## src/rtl/control_unit.sv

```systemverilog
// control_unit: multicycle fetch/decode/execute sequencer for the 16-bit accumulator processor
module control_unit (
  input  logic       CLK,
  input  logic       Reset,
  input  logic [3:0] Opcode,
  input  logic       Zero,
  output logic [1:0] SrcA,
  output logic [2:0] SrcB,
  output logic [2:0] ALUOP,
  output logic [1:0] AddrSrc,
  output logic       MemRead,
  output logic       MemWrite,
  output logic       IRWrite,
  output logic       MDRWrite,
  output logic       ACCWrite,
  output logic       SPWrite,
  output logic       PCWrite,
  output logic       PCSrc,
  output logic       ACCSrc,
  output logic [3:0] State,
  output logic       Halted
);
  typedef enum logic [3:0] {
    FETCH  = 4'd0,
    DECODE = 4'd1,
    MEMRD  = 4'd2,
    LOADWB = 4'd3,
    ALUEX  = 4'd4,
    ALUWB  = 4'd5,
    STORE  = 4'd6,
    BRANCH = 4'd7,
    JUMP   = 4'd8,
    PUSH1  = 4'd9,
    PUSH2  = 4'd10,
    POP1   = 4'd11,
    POP2   = 4'd12,
    HALT   = 4'd15
  } state_e;
  logic [3:0] st, nxt;
  always_ff @(posedge CLK)
    st <= Reset ? FETCH : nxt;
  assign State = st;
  always_comb begin
    nxt = FETCH;
    case (st)
      FETCH:  nxt = DECODE;
      DECODE:
        case (Opcode)
          4'h0, 4'h2, 4'h3, 4'h4, 4'h5: nxt = MEMRD;
          4'h1:    nxt = STORE;
          4'h6:    nxt = ALUEX;
          4'h7:    nxt = BRANCH;
          4'h8:    nxt = JUMP;
          4'h9:    nxt = PUSH1;
          4'hA:    nxt = POP1;
          4'hF:    nxt = HALT;
          default: nxt = FETCH;
        endcase
      MEMRD:  nxt = (Opcode == 4'h0) ? LOADWB : ALUEX;
      ALUEX:  nxt = ALUWB;
      PUSH1:  nxt = PUSH2;
      POP1:   nxt = POP2;
      HALT:   nxt = HALT;
      default: nxt = FETCH;
    endcase
  end
  // Outputs are held at zero for the whole reset cycle so no write can complete.
  always_comb begin
    SrcA = 2'b00;
    SrcB = 3'b000;
    ALUOP = 3'b000;
    AddrSrc = 2'b00;
    MemRead = 1'b0;
    MemWrite = 1'b0;
    IRWrite = 1'b0;
    MDRWrite = 1'b0;
    ACCWrite = 1'b0;
    SPWrite = 1'b0;
    PCWrite = 1'b0;
    PCSrc = 1'b0;
    ACCSrc = 1'b0;
    Halted = 1'b0;
    if (!Reset)
      case (st)
        FETCH: begin
          MemRead = 1'b1;
          IRWrite = 1'b1;
          PCWrite = 1'b1;
        end
        DECODE: SrcB = 3'b100;
        MEMRD: begin
          AddrSrc = 2'b01;
          MemRead = 1'b1;
          MDRWrite = 1'b1;
        end
        LOADWB: ACCWrite = 1'b1;
        ALUEX: begin
          SrcA = 2'b01;
          SrcB = (Opcode == 4'h6) ? 3'b001 : 3'b010;
          ALUOP = (Opcode == 4'h3) ? 3'b001 :
                  (Opcode == 4'h4) ? 3'b010 :
                  (Opcode == 4'h5) ? 3'b011 : 3'b000;
        end
        ALUWB: begin
          ACCWrite = 1'b1;
          ACCSrc = 1'b1;
        end
        STORE: begin
          AddrSrc = 2'b01;
          MemWrite = 1'b1;
        end
        BRANCH: begin
          SrcA = 2'b01;
          ALUOP = 3'b101;
          PCSrc = 1'b1;
          PCWrite = Zero;
        end
        JUMP: begin
          PCWrite = 1'b1;
          PCSrc = 1'b1;
        end
        PUSH1: begin
          SrcA = 2'b10;
          ALUOP = 3'b001;
          SPWrite = 1'b1;
        end
        PUSH2: begin
          AddrSrc = 2'b10;
          MemWrite = 1'b1;
        end
        POP1: begin
          AddrSrc = 2'b10;
          MemRead = 1'b1;
          MDRWrite = 1'b1;
        end
        POP2: begin
          SrcA = 2'b10;
          SPWrite = 1'b1;
          ACCWrite = 1'b1;
        end
        HALT: Halted = 1'b1;
        default: ;
      endcase
  end
endmodule
```

## config.mk

```make
export PLATFORM = sky130hd
export DESIGN_NAME = control_unit
export DESIGN_NICKNAME = d
export VERILOG_FILES = /design/src/rtl/control_unit.sv
export SDC_FILE = /design/constraint.sdc
export NUM_CORES = 1
export LEC_CHECK = 0
export ABC_AREA = 1
export CAP_MARGIN = 10
export CORE_ASPECT_RATIO = 1.1
export CORE_UTILIZATION = 42
export DETAILED_ROUTE_END_ITERATION = 7
export MAX_ROUTING_LAYER = met4
export PLACE_DENSITY = 0.88
export RECOVER_POWER = 25
export SLEW_MARGIN = 10
export SYNTH_ARGS = -nofsm -noshare
export SYNTH_HDL_FRONTEND = slang
export SYNTH_SLANG_ARGS = --single-unit
```

## constraint.sdc

```tcl
create_clock -name CLK -period 3.3 [get_ports CLK]
set_input_delay 0.825 -clock CLK [delete_from_list [all_inputs] [get_ports CLK]]
set_output_delay 0.825 -clock CLK [all_outputs]
set_load 0.005 [all_outputs]
```

==> impl_metrics.toml <==
[run_status]
outcome = "finished, final reports clean"

[timing]
finalCriticalPeriod_ns = 3.19
report.final.setup_viol = 0
relSlewSlack = 0.793
timing.fmax_ghz = 0.314
hold_ws_ns = 0.713
rsz0062_at_grt = "false"
worstMarginPinSlew_ns = 0.310
slew_violations = 0
finalClockSkew_ns = 0.00313
period_share = 0.966
tns_ns = 0
final-hold-violation-count = 0

[drt]
wl_per_cell_um = 10.7
first_iter_violations = 25
wl_met3_um = 71
ant_nets = 0
drt-total-wl_um = 1840
drt-met1-wl_um = 800
wl_met2_um = 949
routed_via_density = 5.02
dr.max_layer_used = "met4"
vias = 858
drt_pass1_iterations = 4
drcViolationCount = 0

[floorplan]
num_rows = 14
die_h_um = 42.6
core_mm2 = 0.00138
die_area_mm2 = 0.00166
io_pins = 31
start_util = 0.456
fp.dieW_um = 38.9

[final_layout]
n_antenna_cell = 0
multi_input_area_um2 = 472
register_area_um2 = 80.1
largest_reg_flops = 4
num-nets-final = 169
nFillCells = 123
drive_gt1_frac = 0.142
area_growth_pct = 58.9

[synthesis]
ys_seq_area_frac = 0.127
syn_area_per_cell_um2 = 5.34
synth_top_family_by_area = "simple AND/OR/NAND/NOR gates"
synth-xor-area-share = 0
async_reset_ff_frac = 0
syn_inst = 118
syn-cell-area_um2 = 631
yosysMostFrequentCell = "nand2_1"
syn_nets = 130
synth_common_cells = "nand2_1, nor2_1, inv_1"
synth_fa_ha_area_frac = 0.0992
synth-compound-area-share = 0.0992
synth_edf_count = 0
synth_top_area_cell = "nand2_1"
yosys-top-cells-area = "nand2_1, dfxtp_1, nor2_1"
ys_warn_count = 0
synth_flop_cell = "dfxtp_1"
synth.area.mux_share = 0
synth-simple-area-share = 0.550
synth.distinct_cells = 20
yosysTopAreaCellShare = 0.202
ys_ff_latch = 4

[global_routing]
grt_pass1_wl_um = 3040
antenna_found_initial = 0
track_usage = 0.256
grt_pass1_vias = 776
grt_overflow = 0
grt_max_degree = 14

[clocking]
cts.sinks = 4
hold_buffers = 0
clockBufferDepth = 2
cts_tree = "built"
h-tree-depth = 1
clk_pin_slew_worst_paths_ns = 0.04
numCtsBuffers = 3
clock_latency_ns = 0.23
post_cts_buffers = 0
root_buffer = "clkbuf_4"

[critical_path]
crit_fanout = 4
worst_path_max_delay_cell = "clkdlybuf4s50_1"
reg2reg_setup_slack_ns = 2.11
worstPathCellList = "clkdlybuf4s50_1, inv_1, nor2_1, nand2_1, nor2_1, clkdlybuf4s50_1"
required_ns = 2.47
r2r_cells = 7
cp_slowest_stage_delay_ns = 0.50
cp.arrival_ns = 2.36
worst-setup-path-type = "primary input to output port"
startpoint_type = "primary input"
end_kind = "output port"
r2r_end = "State[2]"
timing.rr.start = "State[2]"

[worst_hold_path]
worstHoldStart = "State[3]"
hp-class = "flop to flop"
worstHoldPathCells = 5
hold_path_end = "State[0]"

[power_and_ir_drop]
power.density_mw_per_mm2 = 238
peakVddDrop_mv = 0.248
report.power.total_w = 0.000238
power.leakage_nw = 0.516

[placed_design]
portBuffers = 30
gp_congestion = 0.889
dp.final_hpwl_um = 1550

[job]
drv_cap = 0
-- timing repair --
item | CTS | global route
gates resized for setup | 1 | 1
setup endpoints to repair | 1 | 1
pin swaps | 0 | 0
-- cell usage in the layout (no fill, tap or decap), types with 4 or more instances in the layout --
master	netlist	final
a21oi_1	4	4
buf_4	0	4
clkdlybuf4s50_1	0	26
dfxtp_1	4	4
ha_1	5	5
inv_1	14	13
inv_2	6	7
nand2_1	34	34
nand3_1	12	12
nor2_1	21	21
-- worst max-delay path, delay by kind of cell --
family                 cells  cell delay (ns)
buffers and inverters      3             1.05
AND/OR/NAND/NOR            3             0.49
-- final cells by class --
type / count / area share
clock buffers: 3 / 0.0225
inverters: 20 / 0.0749
multi-input cells: 93 / 0.471
flip-flops and latches: 4 / 0.0799
well taps: 16 / 0.0200
repair buffers: 35 / 0.332
-- routing by layer --
metal | vias to the layer above | GRT usage
li1 | 450 | -
met1 | 374 | 0.300
met2 | 32 | 0.437
met3 | 2 | 0.0372
met4 | 0 | 0.0759
met5 | - | -
-- logic make-up after synthesis --
group,Yosys count
AO/OA/AOI/OAI,10
adder cells (fa/ha/maj),5
flip-flops,4
buffers and inverters,21
AND/OR/NAND/NOR,78
-- worst max path at each step --
stage | start | end | slack [ns]
after CTS | Reset | PCWrite | 0.12
final | Opcode[2] | SrcB[0] | 0.11
after floorplan | Opcode[0] | ALUOP[0] | 1.11
after detailed placement | Opcode[0] | ALUOP[0] | -0.004
after global routing | Opcode[2] | SrcB[0] | 0.03
after global placement | Opcode[0] | ALUOP[0] | 0.04
-- per-stage QoR --
step | std cells | setup WS (ns) | utilization | area (um^2)
3_5_place_dp | 168 | -0.00446 | 0.712 | 985
2_1_floorplan | 118 | 1.11 | - | 631
5_1_grt | 171 | 0.0285 | 0.724 | 1000
4_1_cts | 171 | 0.121 | 0.727 | 1010
3_3_place_gp | 168 | 0.0394 | 0.712 | 985
6_report | 171 | 0.113 | 0.724 | 1000
-- power breakdown --
group	switching, W	internal (W)
registers	0.00000774	0.0000534
clock network	0.0000168	0.0000404
logic	0.0000643	0.0000557
total	0.0000889	0.000150
Note: power is estimated with default switching activity, not from simulation.
